==> src/rtl/booth_mult_seq_pkg.sv <==
// Shared types and helpers for the sequential Booth multiplier.
// Define BOOTH_RADIX4_EN to build the radix-4 datapath. Leave it undefined for radix-2.
package booth_pkg;

  typedef enum logic [1:0] {IDLE, CALC, DONE} booth_state_t;

  // Recoded digit: bit 2 selects subtract, bits 1:0 give the magnitude (0, M or 2M).
  localparam logic [2:0] BOOTH_DIG_ZERO = 3'b000;
  localparam logic [2:0] BOOTH_DIG_POS1 = 3'b001;
  localparam logic [2:0] BOOTH_DIG_POS2 = 3'b010;
  localparam logic [2:0] BOOTH_DIG_NEG1 = 3'b101;
  localparam logic [2:0] BOOTH_DIG_NEG2 = 3'b110;

`ifdef BOOTH_RADIX4_EN
  localparam int BOOTH_STEP = 2;
`else
  localparam int BOOTH_STEP = 1;
`endif

  function automatic int booth_iters(input int width);
`ifdef BOOTH_RADIX4_EN
    return width / 2 + 1;
`else
    return width + 1;
`endif
  endfunction

  function automatic logic [2:0] booth_r4_digit(input logic [2:0] bits);
    logic [2:0] dig;
    dig = BOOTH_DIG_ZERO;
    case (bits)
      3'b001, 3'b010: dig = BOOTH_DIG_POS1;
      3'b011:         dig = BOOTH_DIG_POS2;
      3'b100:         dig = BOOTH_DIG_NEG2;
      3'b101, 3'b110: dig = BOOTH_DIG_NEG1;
      default:        dig = BOOTH_DIG_ZERO;
    endcase
    return dig;
  endfunction

endpackage

==> src/rtl/booth_mult_seq_if.sv <==
// Start/done handshake and operand/result bus of the Booth multiplier.
// The host drives it through the master modport, and the multiplier receives it through the slave modport.
interface booth_mult_seq_if #(parameter int WIDTH = 16) ();
  logic               start;
  logic               sgn;
  logic [WIDTH-1:0]   mcand;
  logic [WIDTH-1:0]   mplier;
  logic               busy;
  logic               done;
  logic [2*WIDTH-1:0] product;

  modport master (output start, sgn, mcand, mplier, input busy, done, product);
  modport slave  (input start, sgn, mcand, mplier, output busy, done, product);
endinterface

==> src/rtl/booth_mult_seq_ctrl.sv <==
// Controller for the Booth multiplier: the IDLE/CALC/DONE FSM and the iteration down-counter.
// It emits load, iterate and finish strobes to the datapath.
import booth_pkg::*;

module booth_ctrl #(
  parameter int ITERS = 17
) (
  input  logic clk,
  input  logic rst,
  input  logic i_start,
  output logic o_load,
  output logic o_iterate,
  output logic o_finish,
  output logic o_busy,
  output logic o_done
);
  localparam int CW = $clog2(ITERS + 1);

  booth_state_t r_state, w_stateNext;
  logic [CW-1:0] r_count, w_countNext;

  always_ff @(posedge clk) begin
    if (rst) begin
      r_state <= IDLE;
      r_count <= '0;
    end else begin
      r_state <= w_stateNext;
      r_count <= w_countNext;
    end
  end

  // DONE accepts start exactly like IDLE, so operations can run back-to-back.
  always_comb begin
    w_stateNext = r_state;
    w_countNext = r_count;
    o_load      = 1'b0;
    o_iterate   = 1'b0;
    o_finish    = 1'b0;
    case (r_state)
      IDLE, DONE: begin
        if (i_start) begin
          o_load      = 1'b1;
          w_countNext = CW'(ITERS);
          w_stateNext = CALC;
        end else begin
          w_stateNext = IDLE;
        end
      end
      CALC: begin
        o_iterate   = 1'b1;
        w_countNext = r_count - CW'(1);
        if (r_count == CW'(1)) begin
          o_finish    = 1'b1;
          w_stateNext = DONE;
        end
      end
      default: w_stateNext = IDLE;
    endcase
  end

  assign o_busy = (r_state == CALC);
  assign o_done = (r_state == DONE);
endmodule

==> src/rtl/booth_mult_seq.sv <==
// Sequential Booth multiplier: the datapath (A, Q, Q-1, add/sub, shift) plus a booth_ctrl instance.
// Define BOOTH_RADIX4_EN to get radix-4 recoding with 2 bits per cycle. The default is radix-2.
import booth_pkg::*;

module booth_mult_seq #(
  parameter int WIDTH = 16
) (
  input logic           clk,
  input logic           rst,
  booth_mult_seq_if.slave bus
);
  localparam int EW    = WIDTH + 2;
  localparam int ITERS = booth_iters(WIDTH);
  localparam int STEP  = BOOTH_STEP;
  // Multiplier bits that are never shifted into the product sit below it in {A,Q}.
  localparam int DROP  = EW - ITERS * STEP;

  logic            w_load, w_iterate, w_finish;
  logic [EW-1:0]   r_accum, r_mq, r_mcand;
  logic            r_qm1;
  logic [2*WIDTH-1:0] r_product;
  logic [EW-1:0]   w_extMcand, w_extMplier, w_mag, w_sum;
  logic [2:0]      w_digit;
  logic [2*EW:0]   w_cat, w_shifted;

  booth_ctrl #(.ITERS(ITERS)) u_ctrl (
    .clk       (clk),
    .rst       (rst),
    .i_start   (bus.start),
    .o_load    (w_load),
    .o_iterate (w_iterate),
    .o_finish  (w_finish),
    .o_busy    (bus.busy),
    .o_done    (bus.done)
  );

  assign w_extMcand  = bus.sgn ? {{2{bus.mcand[WIDTH-1]}}, bus.mcand}   : {2'b00, bus.mcand};
  assign w_extMplier = bus.sgn ? {{2{bus.mplier[WIDTH-1]}}, bus.mplier} : {2'b00, bus.mplier};

`ifdef BOOTH_RADIX4_EN
  assign w_digit = booth_r4_digit({r_mq[1], r_mq[0], r_qm1});
`else
  assign w_digit = ({r_mq[0], r_qm1} == 2'b01) ? BOOTH_DIG_POS1 :
                   ({r_mq[0], r_qm1} == 2'b10) ? BOOTH_DIG_NEG1 : BOOTH_DIG_ZERO;
`endif

  assign w_mag     = w_digit[1] ? {r_mcand[EW-2:0], 1'b0} : (w_digit[0] ? r_mcand : '0);
  assign w_sum     = w_digit[2] ? (r_accum - w_mag) : (r_accum + w_mag);
  assign w_cat     = {w_sum, r_mq, r_qm1};
  assign w_shifted = $signed(w_cat) >>> STEP;

  always_ff @(posedge clk) begin
    if (rst) begin
      r_accum   <= '0;
      r_mq      <= '0;
      r_qm1     <= 1'b0;
      r_mcand   <= '0;
      r_product <= '0;
    end else begin
      if (w_load) begin
        r_accum <= '0;
        r_mq    <= w_extMplier;
        r_qm1   <= 1'b0;
        r_mcand <= w_extMcand;
      end else if (w_iterate) begin
        {r_accum, r_mq, r_qm1} <= w_shifted;
      end
      if (w_finish) begin
        r_product <= w_shifted[1+DROP +: 2*WIDTH];
      end
    end
  end

  assign bus.product = r_product;
endmodule

==> src/flat_wrapper.sv <==
// flat-port wrapper written by rule: the top's interface ports become plain ports
module booth_mult_seq_flat 
#(
  parameter int WIDTH = 16
)
  (clk, rst, bus_start, bus_sgn, bus_mcand, bus_mplier, bus_busy, bus_done, bus_product);
  booth_mult_seq_if #(.WIDTH(WIDTH)) bus_i ();
  input logic clk;
  input logic rst;
  input wire logic [$bits(bus_i.start)-1:0] bus_start;
  input wire logic [$bits(bus_i.sgn)-1:0] bus_sgn;
  input wire logic [$bits(bus_i.mcand)-1:0] bus_mcand;
  input wire logic [$bits(bus_i.mplier)-1:0] bus_mplier;
  output wire logic [$bits(bus_i.busy)-1:0] bus_busy;
  output wire logic [$bits(bus_i.done)-1:0] bus_done;
  output wire logic [$bits(bus_i.product)-1:0] bus_product;
  assign bus_i.start = bus_start;
  assign bus_i.sgn = bus_sgn;
  assign bus_i.mcand = bus_mcand;
  assign bus_i.mplier = bus_mplier;
  assign bus_busy = bus_i.busy;
  assign bus_done = bus_i.done;
  assign bus_product = bus_i.product;
  booth_mult_seq #(.WIDTH(WIDTH)) u_core (.clk(clk), .rst(rst), .bus(bus_i));
endmodule
==> config.mk <==
export PLATFORM = sky130hd
export DESIGN_NAME = booth_mult_seq_flat
export DESIGN_NICKNAME = d
export VERILOG_FILES = /design/src/rtl/booth_mult_seq_pkg.sv /design/src/rtl/booth_mult_seq_if.sv /design/src/rtl/booth_mult_seq_ctrl.sv /design/src/rtl/booth_mult_seq.sv /design/src/flat_wrapper.sv
export SDC_FILE = /design/constraint.sdc
export NUM_CORES = 1
export LEC_CHECK = 0
export BUFFER_PORTS_ARGS = -buffer_cell sky130_fd_sc_hd__buf_4
export CORE_UTILIZATION = 53
export CTS_BUF_LIST = sky130_fd_sc_hd__clkbuf_4
export DETAILED_ROUTE_END_ITERATION = 8
export PLACE_DENSITY = 0.75
export SLEW_MARGIN = 10
export SYNTH_ARGS = -nofsm -noshare
export SYNTH_HDL_FRONTEND = slang
export SYNTH_SLANG_ARGS = --single-unit
==> constraint.sdc <==
create_clock -name clk -period 6.9 [get_ports clk]
set_input_delay 1.725 -clock clk [delete_from_list [all_inputs] [get_ports clk]]
set_output_delay 1.725 -clock clk [all_outputs]
set_load 0.03 [all_outputs]
==> results.env, run 1 <==
OUTCOME='completed'
GR-USAGE-MET1_PCT=33.6
CRITICAL-PATH-TOP-DELAY-FAMILY='compound AO/OA/AOI/OAI gates'
SYN2LAYOUT_AREA_GROWTH_PCT=14.5
DIEHEIGHT_UM=95.1
GLOBAL_ROUTE.OVERFLOW_TOTAL=0
ROUTE.DETAILED.DRC=0
ANTENNA_CELLS=0
TIMING_WORST_SETUP_PATH_TYPE='reg2reg'
DIE_W_UM=95.1
SYNTH_TOP_FAMILY_BY_AREA='compound AO/OA/AOI/OAI gates'
WORST-SLEW-PIN-TRANSITION_NS=1.18
PIN_COUNT=70
CLOCK-ROOT-BUFFER='sky130_fd_sc_hd__clkbuf_4'
FLOORPLAN.INITIALDENSITY_PCT=55.4
PATH_COMMON_CELL='sky130_fd_sc_hd__ha_1'
ROUTE.ANTENNA.REMAINING_NETS=0
ASYNC_FLOP_SHARE_PCT=0
VIA_COUNT_OF_THE_FIRST_GLOBAL_ROUTING_PASS=3828
POST-ROUTE-CELL-AREA_MM2=0.00526
VIA_PER_INST=5.64
SYNTH_COMPOUND_GATE_AREA_SHARE_PCT=23.0
MAXSLEWVIOLCOUNT=0
CP.REQUIRED_NS=7.28
CTS_MADE_BUFFERS=9
CLOCK_SINK_COUNT=92
POST_SYNTH_INST_COUNT=602
YOSYS-MUX-AREA-FRACTION_PCT=0
WORST-R2R-CELL-COUNT=18
WORSTSETUPENDPOINTTYPE='register'
CRITPATHCAPTURE='u_core.r_accum[16]'
POWER_LEAKAGE_nW=2.11
AREA_OF_THE_MULTI_INPUT_GATES_MM2=0.00254
YS.WARNINGS.COUNT=0
WIRE_LENGTH_OF_THE_FIRST_GLOBAL_ROUTING_PASS_UM=17900
TOTAL_NEGATIVE_SLACK_FOR_SETUP_CHECKS_NS=0
REPORT.FINAL.SETUP_VIOL=0
AVGROUTEDWIREPERCELL_UM=14.4
SYNTH-ADDER-AREA-SHARE_PCT=6.15
RSZ0062_AT_GRT='no'
CTS.PATH.MAX_BUFFERS=2
SYNTHESIS.AREA_PER_INSTANCE_UM2=7.64
CRITPATHLAUNCH='u_core.r_qm1'
FINAL.SETUP_SKEW_NS=0.0160
SYNTHDISTINCTLIBCELLS=49
PEAKVDDDROP_mV=0.117
CRIT_PATH_TOP_DELAY_CELL='sky130_fd_sc_hd__ha_1'
NNETSFINAL=707
LAYOUT.FILLER_CELLS=756
CTSRESIZECOUNT=0
DRT_WL_TOTAL_UM=10900
P_PER_AREA_mW_PER_MM2=266
DRIVE_ABOVE_1_SHARE_PCT=14.8
HOLD_VIOL_FINAL=0
YOSYS.AREA_SHARE.XOR_XNOR_PCT=5.14
SYNTH_FF_TYPE='sky130_fd_sc_hd__dfxtp_1'
FINALCRITPERIODSHARE_PCT=64.5
DIE-AREA_MM2=0.00905
INSERTION_DELAY_NS=0.46
CORE_AREA_MM2=0.00830
SYNTH.TOP_CELLS.BY_AREA='sky130_fd_sc_hd__dfxtp_1 (40%), sky130_fd_sc_hd__nand2_1 (12%), sky130_fd_sc_hd__a21oi_1 (11%)'
ARRIVAL_NS=4.83
MIN-DELAY-PATH-CLASS='reg2reg'
FMAX_GHz=0.225
ROUTED-VIA-COUNT=4277
GRT_UTIL_MET2_PCT=40.9
SYN-CELL-AREA_MM2=0.00460
YS_SEQ_AREA_SHARE_PCT=40.1
CAP_VIOLATIONS=0
R2R-START='u_core.r_qm1'
GRT_MAX_DEGREE=76
CRITPATHBUFINV=2
CRITICAL_PATH.CELL_CHAIN='inv_1, ha_1, clkinv_1, nand2_1, ha_1, o21a_1, o21a_1, nor2_1, a211o_1, nand3_1, ha_1, and3_1, a221o_1, a21o_1, a31oi_2, xnor2_1, or3_1, a21oi_1'
SLEW_HEADROOM_PCT=21.1
PLACEMENT_ROWS=33
PERIOD_NEEDED_NS=4.45
TIMING.REG2REG.SETUP_SLACK_NS=2.45
CLOCK_TREE.HTREE_LEVEL_COUNT=3
DRT_ITER0_DRC=186
R2R_END='u_core.r_accum[16]'
YOSYS.AREA.TOP_TYPE_SHARE_PCT=40.1
CLOCK_TREE_FROM_TRITONCTS='yes'
DP.FINAL_HPWL_UM=7620
SYNTH_SIMPLE_GATE_AREA_SHARE_PCT=20.8
TIMING.CRITICAL_PATH.DEPTH=18
SEQUENTIAL_CELL_AREA_MM2=0.00184
MIN-DELAY-START='u_core.bus.product[26]'
GR-USAGE-ALL-LAYERS_PCT=25.1
CTS_POST_SETUP_BUFFERS_INSERTED=0
TIMING.CRITICAL_PATH.SLOWEST_CELL_DELAY_NS=0.45
POSTCTSHOLDBUFS=0
MAPPEDNETLISTNETS=660
CRITPATHLAUNCHTYPE='register'
PATH_CLK_SLEW_NS=0.15
ANTENNA_FOUND_INITIAL=0
POSTSYNTHREGISTERBITS=92
FINALWEIGHTEDCONGESTION=0.939
GRT_UTIL_MET3_PCT=3.83
IO_BUFFERS=69
WORST-PATH-MAX-FANOUT=17
SYNTH_EDF_COUNT=0
DETAILED_PLACE.AREA_MM2=0.00514
POST-SYNTH-TOP-AREA-CELL='sky130_fd_sc_hd__dfxtp_1'
DRT_PASS1_ITERATIONS=5
BUSIEST_LAYER='met2'
tightest hold or removal path: stages, from the launching register on:
cell and delay [ns]:
sky130_fd_sc_hd__dfxtp_1 0.34, sky130_fd_sc_hd__nand2_1 0.05, sky130_fd_sc_hd__a21oi_1 0.05
cell usage in the layout (no fill, tap or decap), types with 2 or more instances in the layout:
cell / instances
sky130_fd_sc_hd__inv_1: 17
sky130_fd_sc_hd__nor2_1: 28
sky130_fd_sc_hd__nand2b_1: 4
sky130_fd_sc_hd__o21a_1: 5
sky130_fd_sc_hd__o211ai_1: 2
sky130_fd_sc_hd__o21bai_1: 3
sky130_fd_sc_hd__clkinvlp_4: 2
sky130_fd_sc_hd__a31oi_1: 3
sky130_fd_sc_hd__nand3_1: 13
sky130_fd_sc_hd__a22oi_1: 16
sky130_fd_sc_hd__clkbuf_4: 9
sky130_fd_sc_hd__xnor2_1: 16
sky130_fd_sc_hd__nand2_1: 150
sky130_fd_sc_hd__or4_1: 2
sky130_fd_sc_hd__xor2_1: 11
sky130_fd_sc_hd__buf_4: 74
sky130_fd_sc_hd__ha_1: 21
sky130_fd_sc_hd__a211oi_1: 6
sky130_fd_sc_hd__nor4_1: 2
sky130_fd_sc_hd__a21o_1: 5
sky130_fd_sc_hd__and2_1: 3
sky130_fd_sc_hd__nor3_1: 7
sky130_fd_sc_hd__dfxtp_1: 92
sky130_fd_sc_hd__a21oi_1: 105
sky130_fd_sc_hd__nor2b_1: 8
sky130_fd_sc_hd__inv_8: 2
sky130_fd_sc_hd__o31a_1: 2
sky130_fd_sc_hd__o21ai_0: 17
sky130_fd_sc_hd__nand4_1: 4
sky130_fd_sc_hd__clkinv_1: 2
sequential cells by signal, summed over array words and instances (netlist names):
signal and flops:
u_core.u_ctrl.r_count 5, u_core.r_accum 17, u_core.r_qm1 1, u_core.r_mq 18, u_core.u_ctrl.r_state 2, u_core.bus.product 32, u_core.r_mcand 17
stage by stage:
step	total power, mW	hold slack [ns]	util (%)	cells	setup slack (ns)
2_1_floorplan	1.01	0.436	-	602	2.83
3_3_place_gp	1.12	0.442	61.9	743	2.69
3_5_place_dp	1.12	0.447	61.9	743	2.50
4_1_cts	1.40	0.467	63.4	759	2.47
5_1_grt	1.49	0.484	63.4	759	2.02
6_report	1.40	0.464	63.4	759	2.45
kinds of logic after synthesis:
| kind of cell | count (synthesis) |
|---|---|
| compound gates | 178 |
| buf+inv | 56 |
| fa+ha+maj | 22 |
| flops | 92 |
| xor+xnor | 27 |
| simple gates | 227 |
area by class of cell:
cell class,instances,share of cell area (%)
well taps,105,2.50
flip-flops and latches,92,35.0
multi-input cells,454,48.3
repair buffers,74,10.6
clock inverters,7,1.12
inverters,18,1.28
clock buffers,9,1.28
how the worst min path moves through the flow:
stage                             end  cells past startpoint
5_1_grt            u_core.r_accum[11]                      2
2_1_floorplan      u_core.r_accum[15]                      2
4_1_cts         u_core.bus.product[3]                      2
3_5_place_dp    u_core.bus.product[3]                      2
6_report       u_core.bus.product[26]                      2
3_3_place_gp       u_core.r_accum[11]                      2
synthesized netlist by cell type, types with 2 or more instances:
cell	number
sky130_fd_sc_hd__a211oi_1	6
sky130_fd_sc_hd__a21o_1	5
sky130_fd_sc_hd__a21oi_1	105
sky130_fd_sc_hd__a22oi_1	16
sky130_fd_sc_hd__a31oi_1	3
sky130_fd_sc_hd__and2_1	3
sky130_fd_sc_hd__buf_1	5
sky130_fd_sc_hd__buf_2	2
sky130_fd_sc_hd__clkbuf_1	30
sky130_fd_sc_hd__dfxtp_1	92
sky130_fd_sc_hd__ha_1	21
sky130_fd_sc_hd__inv_1	17
sky130_fd_sc_hd__nand2_1	150
sky130_fd_sc_hd__nand2b_1	4
sky130_fd_sc_hd__nand3_1	13
sky130_fd_sc_hd__nand4_1	4
sky130_fd_sc_hd__nor2_1	29
sky130_fd_sc_hd__nor2b_1	9
sky130_fd_sc_hd__nor3_1	7
sky130_fd_sc_hd__nor4_1	2
sky130_fd_sc_hd__o211ai_1	2
sky130_fd_sc_hd__o21a_1	5
sky130_fd_sc_hd__o21ai_0	17
sky130_fd_sc_hd__o21bai_1	3
sky130_fd_sc_hd__o31a_1	2
sky130_fd_sc_hd__or4_1	2
sky130_fd_sc_hd__xnor2_1	16
sky130_fd_sc_hd__xor2_1	11
per-layer routing:
layer	routed length (um)	vias to the layer above
li1	-	2156
met1	5080	1982
met2	5070	124
met3	570	15
met4	180	0
met5	0	-
report_power, final:
| part | switching [mW] | internal (mW) | total [mW] |
|---|---|---|---|
| clock network | 0.201 | 0.0798 | 0.281 |
| logic | 0.306 | 0.214 | 0.520 |
| registers | 0.0293 | 0.569 | 0.598 |
No activity file was read; power rests on OpenSTA's default activity.
==> run 2, diff against run 1 <==
--- a/config.mk
+++ b/config.mk
@@ -9,7 +9,7 @@
 export CORE_UTILIZATION = 53
 export CTS_BUF_LIST = sky130_fd_sc_hd__clkbuf_4
 export DETAILED_ROUTE_END_ITERATION = 8
-export PLACE_DENSITY = 0.75
+export PLACE_DENSITY = 0.78
 export SLEW_MARGIN = 10
 export SYNTH_ARGS = -nofsm -noshare
 export SYNTH_HDL_FRONTEND = slang
==> constraint.sdc (replaced) <==
create_clock -name clk -period 3.7 [get_ports clk]
set_input_delay 0.925 -clock clk [delete_from_list [all_inputs] [get_ports clk]]
set_output_delay 0.925 -clock clk [all_outputs]
set_load 0.03 [all_outputs]
==> results.env, run 2 (same netlist as run 1, synthesis figures left out) <==
DIEHEIGHT_UM=95.1  # unchanged
ROUTE.DETAILED.DRC=0  # unchanged
PERIOD_NEEDED_NS=3.49  # -0.961 ns
WORSTSETUPENDPOINTTYPE='register'
ARRIVAL_NS=3.89  # -0.94 ns
FINALCRITPERIODSHARE_PCT=94.3  # +30 points
HOLD_VIOL_FINAL=0  # unchanged
MIN-DELAY-PATH-CLASS='reg2reg'
POWER.TOTAL_mW=2.70  # +93%
FINALWEIGHTEDCONGESTION=0.906  # -3.5%
FLOORPLAN.INITIALDENSITY_PCT=55.4  # unchanged
CAP_VIOLATIONS=0  # unchanged
CLOCK_TREE.HTREE_LEVEL_COUNT=3  # unchanged
INSERTION_DELAY_NS=0.46  # about the same
GR-USAGE-ALL-LAYERS_PCT=26.2  # +1.0 points
REPORT.FINAL.SETUP_VIOL=0  # unchanged
IO_BUFFERS=69  # unchanged
RSZ0062_AT_GRT='no'
CORE_AREA_MM2=0.00830  # unchanged
ANTENNA_FOUND_INITIAL=0  # unchanged
VIA_COUNT_OF_THE_FIRST_GLOBAL_ROUTING_PASS=3993  # +4.3%
FINAL.SETUP_SKEW_NS=0.0317  # +0.0157 ns
POWER_LEAKAGE_nW=2.17  # +2.9%
DP.FINAL_HPWL_UM=8200  # +7.7%
SEQUENTIAL_CELL_AREA_MM2=0.00184  # unchanged
GR-USAGE-MET1_PCT=34.4  # +0.78 points
CRITPATHLAUNCHTYPE='register'
GLOBAL_ROUTE.OVERFLOW_TOTAL=0  # unchanged
GRT_MAX_DEGREE=42  # -45%
AVGROUTEDWIREPERCELL_UM=14.9  # +4.1%
WORST-R2R-CELL-COUNT=18  # unchanged
WIRE_LENGTH_OF_THE_FIRST_GLOBAL_ROUTING_PASS_UM=18600  # +4.1%
DRIVE_ABOVE_1_SHARE_PCT=17.4  # +2.6 points
DRT_PASS1_ITERATIONS=5  # unchanged
ANTENNA_CELLS=0  # unchanged
CTS.PATH.MAX_BUFFERS=2  # unchanged
POSTCTSHOLDBUFS=0  # unchanged
CLOCK-ROOT-BUFFER='sky130_fd_sc_hd__clkbuf_4'
LARGEST_REG_FLOPS=32  # unchanged
OUTCOME='completed'
CLOCK_TREE_FROM_TRITONCTS='yes'
GRT_UTIL_MET3_PCT=5.26  # +1.4 points
TOTAL_NEGATIVE_SLACK_FOR_SETUP_CHECKS_NS=0  # unchanged
WORST-SLEW-PIN-TRANSITION_NS=0.649  # -0.530 ns
DRT_WL_TOTAL_UM=11500  # +5.1%
CLOCK_SINK_COUNT=92  # unchanged
P_PER_AREA_mW_PER_MM2=499  # +88%
TIMING_WORST_SETUP_PATH_TYPE='reg2reg'
NNETSFINAL=715  # +1.1%
DIE_W_UM=95.1  # unchanged
LAYOUT.FILLER_CELLS=734  # -2.9%
PLACEMENT_ROWS=33  # unchanged
AREA_OF_THE_MULTI_INPUT_GATES_MM2=0.00261  # +2.8%
SYN2LAYOUT_AREA_GROWTH_PCT=17.6
ROUTE.ANTENNA.REMAINING_NETS=0  # unchanged
MAXSLEWVIOLCOUNT=0  # unchanged
FIN_WORST_HOLD_SLACK_NS=0.465  # +0.00112 ns
PIN_COUNT=70  # unchanged
FINALNONFILLERCELLS=766  # +0.92%
DP_CELLS=750  # +0.94%
WORST_HOLD_PATH_CELLS=2  # unchanged
PEAKVDDDROP_mV=0.330  # +180%
FMAX_GHz=0.287  # +28%
BUSIEST_LAYER='met2'
GRT_UTIL_MET2_PCT=44.0  # +3.2 points
SLEW_HEADROOM_PCT=56.7  # +36 points
PATH_CLK_SLEW_NS=0.16  # about the same
LAYOUT_COMMON_CELLS='sky130_fd_sc_hd__nand2_1 (149), sky130_fd_sc_hd__a21oi_1 (105), sky130_fd_sc_hd__dfxtp_1 (92)'
WORST-PATH-MAX-FANOUT=6  # -11
MOSTFREQUENTLAYOUTCELL='sky130_fd_sc_hd__nand2_1'
CP.REQUIRED_NS=4.10  # -3.18 ns
CTS_MADE_BUFFERS=9  # unchanged
DRT_ITER0_DRC=218  # +17%
VIA_PER_INST=5.72  # +1.5%
ROUTED-VIA-COUNT=4381  # +2.4%
DIE-AREA_MM2=0.00905  # unchanged
==> run 2: changes by cell type in the layout (fill, tap and decap cells not counted), sizes merged <==
cell | before | now
buf | 74 | 82
inv | 20 | 18
bufinv | 0 | 1
clkinv | 3 | 4
clkinvlp | 2 | 1
==> run 2: metal layers <==
layer | up-vias | wire [um]
li1 | 2167 | -
met1 | 2067 | 5160
met2 | 132 | 5590
met3 | 15 | 573
met4 | 0 | 129
met5 | - | 0
==> run 2: stage by stage <==
stage	utilization [%]	area (um^2)	setup slack (ns)
2_1_floorplan	-	4630	0.0290
4_1_cts	64.4	5340	0.0185
3_5_place_dp	62.8	5210	0.0200
3_3_place_gp	62.8	5210	0.151
5_1_grt	65.1	5400	0.0218
6_report	65.1	5400	0.212
==> run 2: final timing paths <==
path | start | end | slack [ns]
hold reg to reg | u_core.bus.product[6] | u_core.bus.product[6] | 0.47
hold / removal | u_core.bus.product[6] | u_core.bus.product[6] | 0.47
setup reg to reg | u_core.r_qm1 | u_core.r_accum[16] | 0.21
setup / recovery | u_core.r_qm1 | u_core.r_accum[16] | 0.21
==> run 2: cell type report <==
cell class	count	share of cell area, %
Clock inverter	6	1.20
Inverter	18	1.34
Timing Repair Buffer	82	11.4
Tap cell	105	2.43
Multi-Input combinational cell	454	48.3
Clock buffer	9	1.25
Sequential cell	92	34.1
==> run 2: report_power, final <==
part	switching, mW	internal [mW]	total [mW]
Clock	0.349	0.204	0.553
Sequential	0.0590	1.06	1.12
Combinational	0.599	0.425	1.02
==> run 2: critical path: stages, from the launching register on <==
cell	delay, ns
sky130_fd_sc_hd__dfxtp_1	0.36
sky130_fd_sc_hd__inv_1	0.07
sky130_fd_sc_hd__ha_4	0.28
sky130_fd_sc_hd__clkinv_4	0.06
sky130_fd_sc_hd__nand2_1	0.11
sky130_fd_sc_hd__ha_4	0.17
sky130_fd_sc_hd__o21a_4	0.15
sky130_fd_sc_hd__o21a_1	0.16
sky130_fd_sc_hd__nor2_1	0.06
sky130_fd_sc_hd__a211o_1	0.26
sky130_fd_sc_hd__nand3_1	0.13
sky130_fd_sc_hd__ha_4	0.24
sky130_fd_sc_hd__and3_1	0.21
sky130_fd_sc_hd__a221o_1	0.32
sky130_fd_sc_hd__a21o_1	0.18
sky130_fd_sc_hd__a31oi_2	0.15
sky130_fd_sc_hd__xnor2_1	0.09
sky130_fd_sc_hd__or3_1	0.31
sky130_fd_sc_hd__a21oi_1	0.13
==> run 2: repair_timing <==
action | 4_1_cts | 5_1_grt
setup buffers | 0 | 1
resized for setup | 0 | 8
setup endpoints to repair | 0 | 8
==> run 3, diff against run 2 <==
==> constraint.sdc (replaced) <==
create_clock -name clk -period 3.7 [get_ports clk]
set_input_delay 0 -clock clk [delete_from_list [all_inputs] [get_ports clk]]
set_output_delay 0 -clock clk [all_outputs]
set_load 0.03 [all_outputs]
==> results.env, run 3 (same netlist as run 1, synthesis figures left out) <==
OUTCOME='completed'
R2R_END='u_core.r_accum[14]'
ROUTE.ANTENNA.REMAINING_NETS=0  # unchanged
POWER.SWITCHING_FRACTION_PCT=36.8  # -0.51 points
CRITPATHLAUNCHTYPE='register'
P_SW_mW=1.01  # -0.10%
POST-ROUTE-CELL-AREA_MM2=0.00573  # +6.0%
WORSTSETUPENDPOINTTYPE='register'
NNETSFINAL=746  # +4.3%
SEQUENTIALPOWERSHARE_PCT=40.9  # -0.6 points
SMALLEST_SETUP_SLACK_AFTER_LAYOUT_NS=0.198  # -0.0138 ns
WORST-R2R-CELL-COUNT=16  # -2
VIA_COUNT_OF_THE_FIRST_GLOBAL_ROUTING_PASS=4042  # +1.2%
P_INT_mW=1.72  # +2.1%
FLOORPLAN.INITIALDENSITY_PCT=55.4  # unchanged
POWER_LEAKAGE_nW=2.30  # +5.9%
DP.FINAL_HPWL_UM=7960  # -3.0%
LAYOUT_COMMON_CELLS='sky130_fd_sc_hd__nand2_1 (150), sky130_fd_sc_hd__a21oi_1 (105), sky130_fd_sc_hd__dfxtp_1 (91)'
P_PER_AREA_mW_PER_MM2=477  # -4.4%
FINALWEIGHTEDCONGESTION=0.889  # -1.9%
PATH_CLK_SLEW_NS=0.16  # about the same
UTILIZATION_PCT=69.0  # +3.9 points
DIEHEIGHT_UM=95.1  # unchanged
PRE_CTS_WS_NS=0.0317  # +0.0118 ns
MIN-DELAY-PATH-CLASS='in2reg'
CLOCK-ROOT-BUFFER='sky130_fd_sc_hd__clkbuf_4'
ANTENNA_FOUND_INITIAL=0  # unchanged
FINAL.SETUP_SKEW_NS=0.0211  # -0.0106 ns
ROUTED-VIA-COUNT=4444  # +1.4%
DRIVE_ABOVE_1_SHARE_PCT=16.3  # -1.1 points
ARRIVAL_NS=3.88  # about the same
IO_BUFFERS=69  # unchanged
WORST-SLEW-PIN-TRANSITION_NS=0.820  # +0.171 ns
GR-USAGE-ALL-LAYERS_PCT=26.9  # +0.70 points
PEAKVDDDROP_mV=0.271  # -18%
TOTAL_NEGATIVE_SLACK_FOR_SETUP_CHECKS_NS=0  # unchanged
POWER.TOTAL_mW=2.73  # +1.3%
PIN_COUNT=70  # unchanged
SLEW_HEADROOM_PCT=45.3  # -11 points
WORSTHOLDENDPOINT='u_core.r_mcand[11]'
DRT_PASS1_ITERATIONS=6  # +1
POWER.SHARE.CLOCK_PCT=21.1  # +0.6 points
ANTENNA_CELLS=0  # unchanged
TIMING.REG2REG.SETUP_SLACK_NS=0.20  # about the same
DETAILED_PLACE.AREA_MM2=0.00519  # -0.29%
TIMING_WORST_SETUP_PATH_TYPE='reg2reg'
MOSTFREQUENTLAYOUTCELL='sky130_fd_sc_hd__nand2_1'
CORE_AREA_MM2=0.00830  # unchanged
MAXSLEWVIOLCOUNT=0  # unchanged
CTS_MADE_BUFFERS=9  # unchanged
CLOCK_SINK_COUNT=92  # unchanged
AVGROUTEDWIREPERCELL_UM=14.4  # -3.5%
AREA_OF_THE_MULTI_INPUT_GATES_MM2=0.00260  # -0.29%
CLOCK_TREE.HTREE_LEVEL_COUNT=3  # unchanged
LARGEST_REG_FLOPS=32  # unchanged
DP_CELLS=748  # -0.27%
VIA_PER_INST=5.57  # -2.6%
FINALCRITPERIODSHARE_PCT=94.7  # +0.37 points
DRT_ITER0_DRC=198  # -9.2%
INSERTION_DELAY_NS=0.45  # about the same
DIE-AREA_MM2=0.00905  # unchanged
FINALNONFILLERCELLS=798  # +4.2%
DRT_WL_TOTAL_UM=11500  # +0.54%
SEQUENTIAL_CELL_AREA_MM2=0.00184  # about the same
GRT_MAX_DEGREE=76  # +81%
CAP_VIOLATIONS=0  # unchanged
PLACEMENT_ROWS=33  # unchanged
DIE_W_UM=95.1  # unchanged
RSZ0062_AT_GRT='no'
R2R-START='u_core.r_qm1'
ROUTE.DETAILED.DRC=0  # unchanged
CP.REQUIRED_NS=4.08  # -0.02 ns
WORST-PATH-MAX-FANOUT=6  # unchanged
COMBINATIONALPOWERSHARE_PCT=38.0  # about the same
REPORT.FINAL.SETUP_VIOL=0  # unchanged
WIRE_LENGTH_OF_THE_FIRST_GLOBAL_ROUTING_PASS_UM=19000  # +1.8%
WORST_HOLD_PATH_CELLS=2  # unchanged
LAYOUT.FILLER_CELLS=691  # -5.9%
PERIOD_NEEDED_NS=3.50  # +0.0138 ns
GLOBAL_ROUTE.OVERFLOW_TOTAL=0  # unchanged
CTS.PATH.MAX_BUFFERS=2  # unchanged
CLOCK_TREE_FROM_TRITONCTS='yes'
MIN-DELAY-START='rst'
FIN_WORST_HOLD_SLACK_NS=0.0978  # -0.367 ns
FMAX_GHz=0.286  # -0.40%
HOLD_VIOL_FINAL=0  # unchanged
SYN2LAYOUT_AREA_GROWTH_PCT=24.6
-- run 3: cell types whose count changed in the layout (fill, tap and decap cells not counted), moves of 2 or more --
cell                            change
sky130_fd_sc_hd__inv_6              +2
sky130_fd_sc_hd__dlygate4sd3_1     +33
sky130_fd_sc_hd__buf_4              -2
sky130_fd_sc_hd__clkinv_2           -2
-- run 3: worst max-delay path, cell delays in order (launching register included) --
cell and delay (ns):
sky130_fd_sc_hd__dfxtp_2 0.36, sky130_fd_sc_hd__inv_1 0.07, sky130_fd_sc_hd__ha_4 0.28, sky130_fd_sc_hd__clkinv_4 0.06, sky130_fd_sc_hd__nand2_1 0.12, sky130_fd_sc_hd__ha_4 0.21, sky130_fd_sc_hd__nor2b_1 0.12, sky130_fd_sc_hd__a31oi_1 0.28
sky130_fd_sc_hd__ha_1 0.29, sky130_fd_sc_hd__nor2b_1 0.12, sky130_fd_sc_hd__o21ai_0 0.22, sky130_fd_sc_hd__o211a_1 0.24, sky130_fd_sc_hd__o21ai_0 0.18, sky130_fd_sc_hd__a221oi_2 0.41, sky130_fd_sc_hd__o21ai_0 0.18, sky130_fd_sc_hd__xnor2_1 0.15
sky130_fd_sc_hd__o21ai_0 0.18
-- run 3: cell type report --
class                      count  share of cell area [%]
inverter                      18                    1.27
multi-input combinational    454                    45.4
timing repair buffer         113                    16.3
sequential                    92                    32.2
clock buffer                  10                    1.31
clock inverter                 6                    1.25
tap                          105                    2.29
-- run 3: timing repair --
item / in CTS / in global routing
setup endpoints to repair: 0 / 7
hold buffers: 33 / 0
buffers inserted: 0 / 1
endpoints found under the hold margin: 35 / 0
resized for setup: 0 / 8
-- run 3: worst max-delay path by stage --
stage | slack [ns] | cells after the start | to | from
2_1_floorplan | 0.03 | 20 | u_core.r_accum[16] | u_core.r_qm1
3_3_place_gp | 0.16 | 18 | u_core.r_accum[16] | u_core.r_qm1
3_5_place_dp | 0.03 | 18 | u_core.r_accum[16] | u_core.r_qm1
4_1_cts | 0.006 | 18 | u_core.r_accum[16] | u_core.r_qm1
5_1_grt | 0.002 | 19 | u_core.r_accum[16] | u_core.r_qm1
6_report | 0.20 | 16 | u_core.r_accum[14] | u_core.r_qm1
-- run 3: power by group through the flow --
stage | logic [mW] | clock network (mW) | registers (mW)
2_1_floorplan | 0.739 | 0 | 1.15
3_3_place_gp | 0.970 | 0 | 1.13
3_5_place_dp | 0.987 | 0 | 1.14
4_1_cts | 1.02 | 0.590 | 1.12
5_1_grt | 1.14 | 0.635 | 1.13
6_report | 1.04 | 0.575 | 1.12
-- run 3: routing by layer --
metal  global-route usage, %  share of wire (%)  vias up
li1                        -                  -     2232
met1                    35.6                 46     2104
met2                    44.9                 49       96
met3                    4.70                3.5       12
met4                    7.07                1.1        0
met5                       0                  0        -
